<file path="config.mk">
export PLATFORM = sky130hd
export DESIGN_NAME = alu_mc_flat
export DESIGN_NICKNAME = d
export VERILOG_FILES = /design/src/rtl/alu_mc_if.sv /design/src/rtl/alu_mc.sv /design/src/flat_wrapper.sv
export SDC_FILE = /design/constraint.sdc
export NUM_CORES = 1
export LEC_CHECK = 0
export BUFFER_PORTS_ARGS = -buffer_cell sky130_fd_sc_hd__buf_2
export CORE_MARGIN = 2
export CORE_UTILIZATION = 55
export DETAILED_ROUTE_END_ITERATION = 7
export PLACE_DENSITY = 0.69
export SYNTH_ARGS = -nofsm -noshare
export SYNTH_HDL_FRONTEND = slang
export SYNTH_SLANG_ARGS = --single-unit
</file>
<file path="constraint.sdc">
create_clock -name clk -period 3.43 [get_ports clk]
set_input_delay 0.5145 -clock clk [delete_from_list [all_inputs] [get_ports clk]]
set_output_delay 0.5145 -clock clk [all_outputs]
set_load 0.05 [all_outputs]
</file>
<file path="src/rtl/alu_mc_if.sv">
// alu_mc_if: operand/result handshake bundle between the execute stage and alu_mc.
interface alu_mc_if #(parameter int WIDTH = 16);
  logic             in_valid;
  logic             in_ready;
  logic [3:0]       aluop;
  logic [WIDTH-1:0] a;
  logic [WIDTH-1:0] b;
  logic             out_valid;
  logic             out_ready;
  logic [WIDTH-1:0] f;
  logic             div0;
  logic             illegal;
  modport master (output in_valid, aluop, a, b, out_ready,
                  input  in_ready, out_valid, f, div0, illegal);
  modport slave  (input  in_valid, aluop, a, b, out_ready,
                  output in_ready, out_valid, f, div0, illegal);
endinterface

</file>
<file path="src/rtl/alu_mc.sv">
// alu_mc: WIDTH-bit ALU with registered single-cycle ops and iterative MUL/DIVU/REMU,
// behind valid/ready handshakes so the pipeline can stall on long ops.
module alu_mc #(
  parameter int WIDTH = 16,
  parameter int SHW   = $clog2(WIDTH)
) (
  input logic     clk,
  input logic     reset,
  alu_mc_if.slave io
);
  typedef enum logic [1:0] {IDLE, MUL, DIV} state_e;
  state_e           state_q;
  logic [SHW:0]     cnt_q;
  logic [WIDTH-1:0] acc_q, x_q, y_q, f_q;
  logic             rem_q, out_valid_q, div0_q, illegal_q;
  logic [WIDTH-1:0] alu_d, prod_d, rem_d, quo_d;
  logic [WIDTH:0]   rsh_d;
  logic [SHW-1:0]   sh;
  logic             ge_d, accept, hand, last, is_mul, is_long;
  assign sh           = io.b[SHW-1:0];
  assign io.in_ready  = (state_q == IDLE) && (!out_valid_q || io.out_ready);
  assign accept       = io.in_valid && io.in_ready;
  assign hand         = out_valid_q && io.out_ready;
  assign last         = cnt_q == (SHW+1)'(1);
  assign is_mul       = io.aluop == 4'd11;
  assign is_long      = is_mul || io.aluop == 4'd12 || io.aluop == 4'd13;
  assign io.out_valid = out_valid_q;
  assign io.f         = f_q;
  assign io.div0      = div0_q;
  assign io.illegal   = illegal_q;
  always_comb begin
    alu_d = '0;
    case (io.aluop)
      4'd0:    alu_d = io.a + io.b;
      4'd1:    alu_d = io.a - io.b;
      4'd2:    alu_d = io.a & io.b;
      4'd3:    alu_d = io.a | io.b;
      4'd4:    alu_d = io.a ^ io.b;
      4'd5:    alu_d = ~(io.a & io.b);
      4'd6:    alu_d = ~io.a;
      4'd7:    alu_d = io.a;
      4'd8:    alu_d = io.a << sh;
      4'd9:    alu_d = io.a >> sh;
      4'd10:   alu_d = $unsigned($signed(io.a) >>> sh);
      default: alu_d = '0;
    endcase
  end
  // MUL: acc += mcand when the multiplier LSB is set; mcand shifts left, multiplier right.
  assign prod_d = acc_q + (y_q[0] ? x_q : '0);
  // DIV: restoring step; a zero divisor always "fits", giving all-ones quotient and remainder a.
  assign rsh_d  = {acc_q, y_q[WIDTH-1]};
  assign ge_d   = rsh_d >= {1'b0, x_q};
  assign rem_d  = ge_d ? WIDTH'(rsh_d - {1'b0, x_q}) : rsh_d[WIDTH-1:0];
  assign quo_d  = {y_q[WIDTH-2:0], ge_d};
  always_ff @(posedge clk or posedge reset) begin
    if (reset) begin
      state_q     <= IDLE;
      cnt_q       <= '0;
      acc_q       <= '0;
      x_q         <= '0;
      y_q         <= '0;
      f_q         <= '0;
      rem_q       <= 1'b0;
      out_valid_q <= 1'b0;
      div0_q      <= 1'b0;
      illegal_q   <= 1'b0;
    end else begin
      case (state_q)
        IDLE: begin
          if (hand) out_valid_q <= 1'b0;
          if (accept && is_long) begin
            state_q <= is_mul ? MUL : DIV;
            cnt_q   <= (SHW+1)'(WIDTH);
            acc_q   <= '0;
            x_q     <= is_mul ? io.a : io.b;
            y_q     <= is_mul ? io.b : io.a;
            rem_q   <= io.aluop == 4'd13;
          end else if (accept) begin
            f_q         <= alu_d;
            out_valid_q <= 1'b1;
            div0_q      <= 1'b0;
            illegal_q   <= io.aluop[3:1] == 3'b111;
          end
        end
        MUL: begin
          acc_q <= prod_d;
          x_q   <= x_q << 1;
          y_q   <= y_q >> 1;
          cnt_q <= cnt_q - (SHW+1)'(1);
          if (last) begin
            state_q     <= IDLE;
            f_q         <= prod_d;
            out_valid_q <= 1'b1;
            div0_q      <= 1'b0;
            illegal_q   <= 1'b0;
          end
        end
        DIV: begin
          acc_q <= rem_d;
          y_q   <= quo_d;
          cnt_q <= cnt_q - (SHW+1)'(1);
          if (last) begin
            state_q     <= IDLE;
            f_q         <= rem_q ? rem_d : quo_d;
            out_valid_q <= 1'b1;
            div0_q      <= x_q == '0;
            illegal_q   <= 1'b0;
          end
        end
        default: state_q <= IDLE;
      endcase
    end
  end
endmodule

</file>
<file path="src/flat_wrapper.sv">
// flat-port wrapper written by rule: the top's interface ports become plain ports
module alu_mc_flat 
#(
  parameter int WIDTH = 16,
  parameter int SHW   = $clog2(WIDTH)
)
  (clk, reset, io_in_valid, io_aluop, io_a, io_b, io_out_ready, io_in_ready, io_out_valid, io_f, io_div0, io_illegal);
  alu_mc_if #(.WIDTH(WIDTH)) io_i ();
  input logic clk;
  input logic reset;
  input wire logic [$bits(io_i.in_valid)-1:0] io_in_valid;
  input wire logic [$bits(io_i.aluop)-1:0] io_aluop;
  input wire logic [$bits(io_i.a)-1:0] io_a;
  input wire logic [$bits(io_i.b)-1:0] io_b;
  input wire logic [$bits(io_i.out_ready)-1:0] io_out_ready;
  output wire logic [$bits(io_i.in_ready)-1:0] io_in_ready;
  output wire logic [$bits(io_i.out_valid)-1:0] io_out_valid;
  output wire logic [$bits(io_i.f)-1:0] io_f;
  output wire logic [$bits(io_i.div0)-1:0] io_div0;
  output wire logic [$bits(io_i.illegal)-1:0] io_illegal;
  assign io_i.in_valid = io_in_valid;
  assign io_i.aluop = io_aluop;
  assign io_i.a = io_a;
  assign io_i.b = io_b;
  assign io_i.out_ready = io_out_ready;
  assign io_in_ready = io_i.in_ready;
  assign io_out_valid = io_i.out_valid;
  assign io_f = io_i.f;
  assign io_div0 = io_i.div0;
  assign io_illegal = io_i.illegal;
  alu_mc #(.WIDTH(WIDTH), .SHW(SHW)) u_core (.clk(clk), .reset(reset), .io(io_i));
endmodule
</file>
======== Yosys cells after proc, flatten, opt, wreduce, memory -nomap -nowiden ========
Index checks and enable logic that the tools add are counted.
cells by class
  equality and inequality tests ........... 23
  magnitude comparators ................... 1
  add/sub/neg operators ................... 5
  multiplexer cells ....................... 36
  reductions and logical operators ........ 23
  shift operators ......................... 3
  bitwise logic cells ..................... 5
operators with widths
  kind                                            number
  2-to-1 mux 16 bit                               12
  case mux 16 bit (11 select lines)               1
  case mux 16 bit (3 select lines)                3
  adder 16 bit                                    2
  NOT 16 bit                                      2
  case mux 16 bit (2 select lines)                1
  subtractor 16 bit                               2
  == test 4 bit (second input constant)           6
  >= comparator 17 x 16 -> 1 bit                  1
  AND 16 bit                                      1
  == test 4 x 3 -> 1 bit (second input constant)  4
  zero test 16 bit                                1
  bitwise OR 16 bit                               1
  left shift 16 x 4 -> 16 bit                     1
  >> shifter 16 x 4 -> 16 bit                     1
  >>> shifter 16 x 4 -> 16 bit                    1
  XOR 16 bit                                      1
  AND reduction 2 bit                             6
  2-to-1 mux 1 bit                                10
  case mux 5 bit (2 select lines)                 1
  == test 4 x 2 -> 1 bit (second input constant)  2
  != test 2 x 1 -> 1 bit (second input constant)  4
  2-to-1 mux 2 bit                                3
  == test 5 x 1 -> 1 bit (second input constant)  1
  20 further kinds                                28
storage, ports and cells
  output and inout port bits .............. 20
  register bits ........................... 75

======== Longest topological paths before layout ========
  word-level depth ........................ 7
  mapped depth ............................ 18

======== Least setup slack after synthesis ========
Ideal clock, no wire load.
  path kind ............................... input to register
  start point ............................. input io_aluop[1]
  end point ............................... register u_core.f_q[15] (netlist: u_core.io.f[15])
  data required time ...................... 3.301 ns
  path buffers ............................ 2
  cell stages on the path ................. 16
  data arrival time ....................... 3.457 ns
  setup slack ............................. -0.156 ns
  cells stage by stage .................... buf_4 -> or3_1 -> clkbuf_1 -> nor2_1 -> nor2_1 -> xnor2_1 -> ha_1 -> o21ai_1 -> a21oi_2 -> nor3_2 -> o311ai_4 -> nand3_1 -> a32oi_1 -> xnor2_1 -> a221oi_1 -> o22ai_1
on the way
  word-level cells in the longest chain between the ends .. 6
  elaborated cells between the ends (all ways) .. 23
  classes of those cells .................. 14 x eq/ne; 4 x mux; 5 x reduce/logical
ends and longest elaborated chain
  element                                                                    line                text
  start, declared                                                            flat_wrapper.sv:12  input wire logic [$bits(io_i.aluop)-1:0] io_aluop;
  branches (longest 6 deep; another with case mux 16 bit (11 select lines))  -
  end signal, assigned                                                       alu_mc.sv:79        f_q <= alu_d;
  end signal, assigned                                                       alu_mc.sv:92        f_q <= prod_d;
  end signal, assigned                                                       alu_mc.sv:104       f_q <= rem_q ? rem_d : quo_d;
  end, declared                                                              alu_mc.sv:14        logic [WIDTH-1:0] acc_q, x_q, y_q, f_q;
Several ways; the timed one is not identified. The select of a mux whose other input is x is not followed.
A chain may end at the register's enable or synchronous reset.

======== Worst setup path after layout ========
  start point ............................. register u_core.y_q[15]
  end point ............................... register u_core.f_q[12] (netlist: u_core.io.f[12])
on the way
  word-level cells in the longest chain between the ends .. 5
  elaborated cells between the ends (all ways) .. 6
  classes of those cells .................. 1 x add/sub; 1 x order compare; 4 x mux
ends and longest elaborated chain
  element                                                                     line                        text
  start, declared                                                             alu_mc.sv:14
  start signal, assigned                                                      alu_mc.sv:76                y_q <= is_mul ? io.b : io.a;
  start signal, assigned                                                      alu_mc.sv:88                y_q <= y_q >> 1;
  start signal, assigned                                                      alu_mc.sv:100               y_q <= quo_d;
  subtractor 16 bit / >= comparator 17 x 16 -> 1 bit (equally long branches)  alu_mc.sv:53, alu_mc.sv:52
  2-to-1 mux 16 bit *                                                         alu_mc.sv:53                assign rem_d = ge_d ? WIDTH'(rsh_d - {1'b0, x_q}) : rsh_d[WIDTH-1:0];
  2-to-1 mux 16 bit *                                                         alu_mc.sv:104
  2-to-1 mux 16 bit *                                                         alu_mc.sv:102               if (last) begin
  case mux 16 bit (3 select lines) *                                          alu_mc.sv:68                case (state_q)
Every way passes the cells marked *; elsewhere a longest branch is shown, timed or not. The select of a mux whose other input is x is not followed.

==> impl_metrics.env <==
export IMPL_status="completed"
export IMPL_synth_edf_count=0
export IMPL_die_h_um=138
export IMPL_routed_wl_um=37400
export IMPL_drive_above_1_share_pct=14.1
export IMPL_grt_ovfl_total=0
export IMPL_core_area_sq_um=17400
export IMPL_critPathMaxStageDelay_ns=0.49
export IMPL_required_ns=3.61
export IMPL_timing_hold_ws_ns=0.153
export IMPL_postPlaceCellArea_sq_um=10700
export IMPL_dr_pass1_iters=8
export IMPL_finClkSkew_ns=0.00744
export IMPL_yosys_warnings=0
export IMPL_worst_pin_slew_ns=1.20
export IMPL_drv_cap=0
export IMPL_slew_headroom_pct=20.0
export IMPL_powerDensity_nw_per_um2=637
export IMPL_num_vias=10836
export IMPL_ir_drop_mv=0.622
export IMPL_netlist_area_sq_um=9850
export IMPL_rsz0062_at_grt="no"
export IMPL_grt_pass1_wl_um=56900
export IMPL_cp_buffers_inverters=2
export IMPL_cpMostUsedCell="inv_1"
export IMPL_root_buffer="clkbuf_16"
export IMPL_synth_cell_types=82
export IMPL_grt_pass1_vias=9824
export IMPL_place_congestion=1.07
export IMPL_crit_path_start_kind="flop"
export IMPL_worstSkewPairLatency_ns=0.34
export IMPL_synth_cells=1333
export IMPL_cts_tree="done"
export IMPL_cp_slowest_cell="fa_1"
export IMPL_final_common_cell="nand2_1"
export IMPL_cp_max_fo=3
export IMPL_fin_crit_sh_pct=94.3
export IMPL_syn_avg_cell_area_sq_um=7.39
export IMPL_final_cell_mix="nand2_1, nor2_1, a21oi_1"
export IMPL_dp_slack_ns=0.0204
export IMPL_finalCriticalPeriod_ns=3.23
export IMPL_cts_buffers=9
export IMPL_crit_path_cell_trace="inv_1, ha_1, inv_1, fa_1, a211oi_2, o21ai_1, a31oi_1, o21ai_0, xor2_1, mux2_1, mux2i_1, o21a_1, a21oi_1"
export IMPL_dp_hpwl_um=29000
export IMPL_antenna_found_initial=0
export IMPL_setup_viol=0
export IMPL_cts_htree_levels=3
export IMPL_fin_area_sq_um=11000
export IMPL_slew_viol_final=0
export IMPL_end_kind="flop"
export IMPL_grt_max_degree=55
export IMPL_port_buffers=59
export IMPL_p_leak_nw=4.92
export IMPL_ys_async_sr_fraction_pct=100
export IMPL_min_path_type="in2async"
export IMPL_initial_utilization_pct=56.6
export IMPL_ys_seq_area_share_pct=19.1
export IMPL_floorplan_rows=48
export IMPL_clkSlewWorstSetupHoldPaths_ns=0.06
export IMPL_area_growth_pct=11.6
export IMPL_timing_fmax_mhz=309
export IMPL_clockBufferDepth=2
export IMPL_synth_seq_cells=75
export IMPL_ant_nets=0
export IMPL_critPathTopFamily="compound AO/OA/AOI/OAI gates"
export IMPL_cp_arrival_ns=3.41
export IMPL_die_w_um=138
export IMPL_fin_nets=1524
export IMPL_track_usage_pct=39.6
export IMPL_wl_per_cell_um=23.0
export IMPL_synth_ff_type="dfrtp_1"
export IMPL_hold_violations=0
export IMPL_filler_cell_count=1645
export IMPL_num_io_pins=60
export IMPL_fp_dieArea_sq_um=19000
export IMPL_first_iter_violations=1105
export IMPL_drc=0
export IMPL_clock_sink_count=75
export IMPL_vias_per_cell=6.66
export IMPL_synth_nets=1462
export IMPL_worstSetupPathType="reg2reg"
export IMPL_fin_ws_ns=0.197
[metrics by stage]
stage | TNS, ns | cells | util, % | total power [W]
2_1_floorplan | -0.00345 | 1333 | - | 0.00459
3_3_place_gp | 0 | 1609 | 61.3 | 0.00583
3_5_place_dp | 0 | 1609 | 61.3 | 0.00589
4_1_cts | 0 | 1625 | 63.1 | 0.00693
5_1_grt | 0 | 1625 | 63.1 | 0.00749
6_report | 0 | 1626 | 63.1 | 0.00701
[final cells by class]
type,count,area (sq um),area share [%]
antenna,1,2.50,0.0228
clock buffer,9,225,2.05
clock inverter,7,92.6,0.842
inverter,71,268,2.43
multi-input combinational,1100,7340,66.7
sequential,75,1880,17.1
tap,225,282,2.56
timing repair buffer,138,913,8.31
[layer usage]
metal	GRT usage (%)	part of all wire (%)	vias to the layer above
met4	23.0	6.7	0
li1	-	-	4997
met2	63.3	45	619
met5	0	0	-
met1	50.9	40	5065
met3	5.89	8.8	155
[synth_stat cells (7+ instances only)]
cell	number	area share, %
a31oi_1	28	1.8
o21ai_1	40	2.0
nor2_1	126	4.8
and2_1	24	1.5
a211oi_1	31	2.4
a221oi_1	23	2.0
nand2b_1	15	0.95
nand3_1	16	0.81
mux4_2	8	1.8
dfrtp_1	75	19
nor4_1	7	0.44
inv_1	66	2.5
a21o_1	10	0.76
nand2_1	180	6.9
or3_1	7	0.44
a21oi_1	115	5.8
xor2_1	14	1.2
o21a_1	8	0.61
clkbuf_1	49	1.9
ha_1	86	11
o31ai_1	20	1.5
mux2i_1	29	2.9
a2bb2oi_1	7	0.62
buf_2	23	1.2
o22ai_1	14	0.89
nor2b_1	10	0.64
xnor2_1	38	3.4
o21ai_0	73	3.7
nor3_1	18	0.91
o211ai_1	15	1.1
nand4_1	8	0.51
a22oi_1	17	1.3
[cells by family (layout without fill, tap and decap cells)]
logic type	count (synthesis)	after routing	synth area share [%]
fa+ha+maj	89	89	11.5
mux	50	50	6.72
simple gates	436	436	20.0
buf+inv	158	225	6.81
xor+xnor	52	52	4.62
compound gates	473	473	31.3
other cells	0	1	0
flops	75	75	19.1
[sequential cells by signal, indices dropped and copies added (netlist names), 2 cells and up]
register	cells
u_core.state_q	2
u_core.cnt_q	5
u_core.x_q	16
u_core.io.f	16
u_core.acc_q	16
u_core.y_q	16
[worst paths after layout]
path	startpoint	endpoint	slack [ns]	depth (start not counted)
max in group asynchronous	reset	u_core.y_q[5]	2.62	3
min in group clk	io_out_ready	u_core.io.out_valid	0.44	4
worst max-delay path	u_core.y_q[15]	u_core.io.f[12]	0.20	13
worst min register to register	u_core.io.div0	u_core.io.div0	0.51	1
worst min-delay path	reset	u_core.cnt_q[3]	0.15	2
worst max register to register	u_core.y_q[15]	u_core.io.f[12]	0.20	13
[report_power, final]
group	switching (W)	internal, W	leakage, nW	total [W]
sequential	0.000433	0.00124	0.951	0.00168
clock	0.000398	0.000635	0.147	0.00103
combinational	0.00273	0.00156	3.82	0.00430
total	0.00356	0.00344	4.92	0.00701
[what timing repair did]
item                                    in CTS  in global routing
hold buffers                                 0                  0
setup buffers                                0                  0
gates resized for setup                      0                  1
endpoints found under the setup margin       0                  2
(Power assumes the default switching activity.)
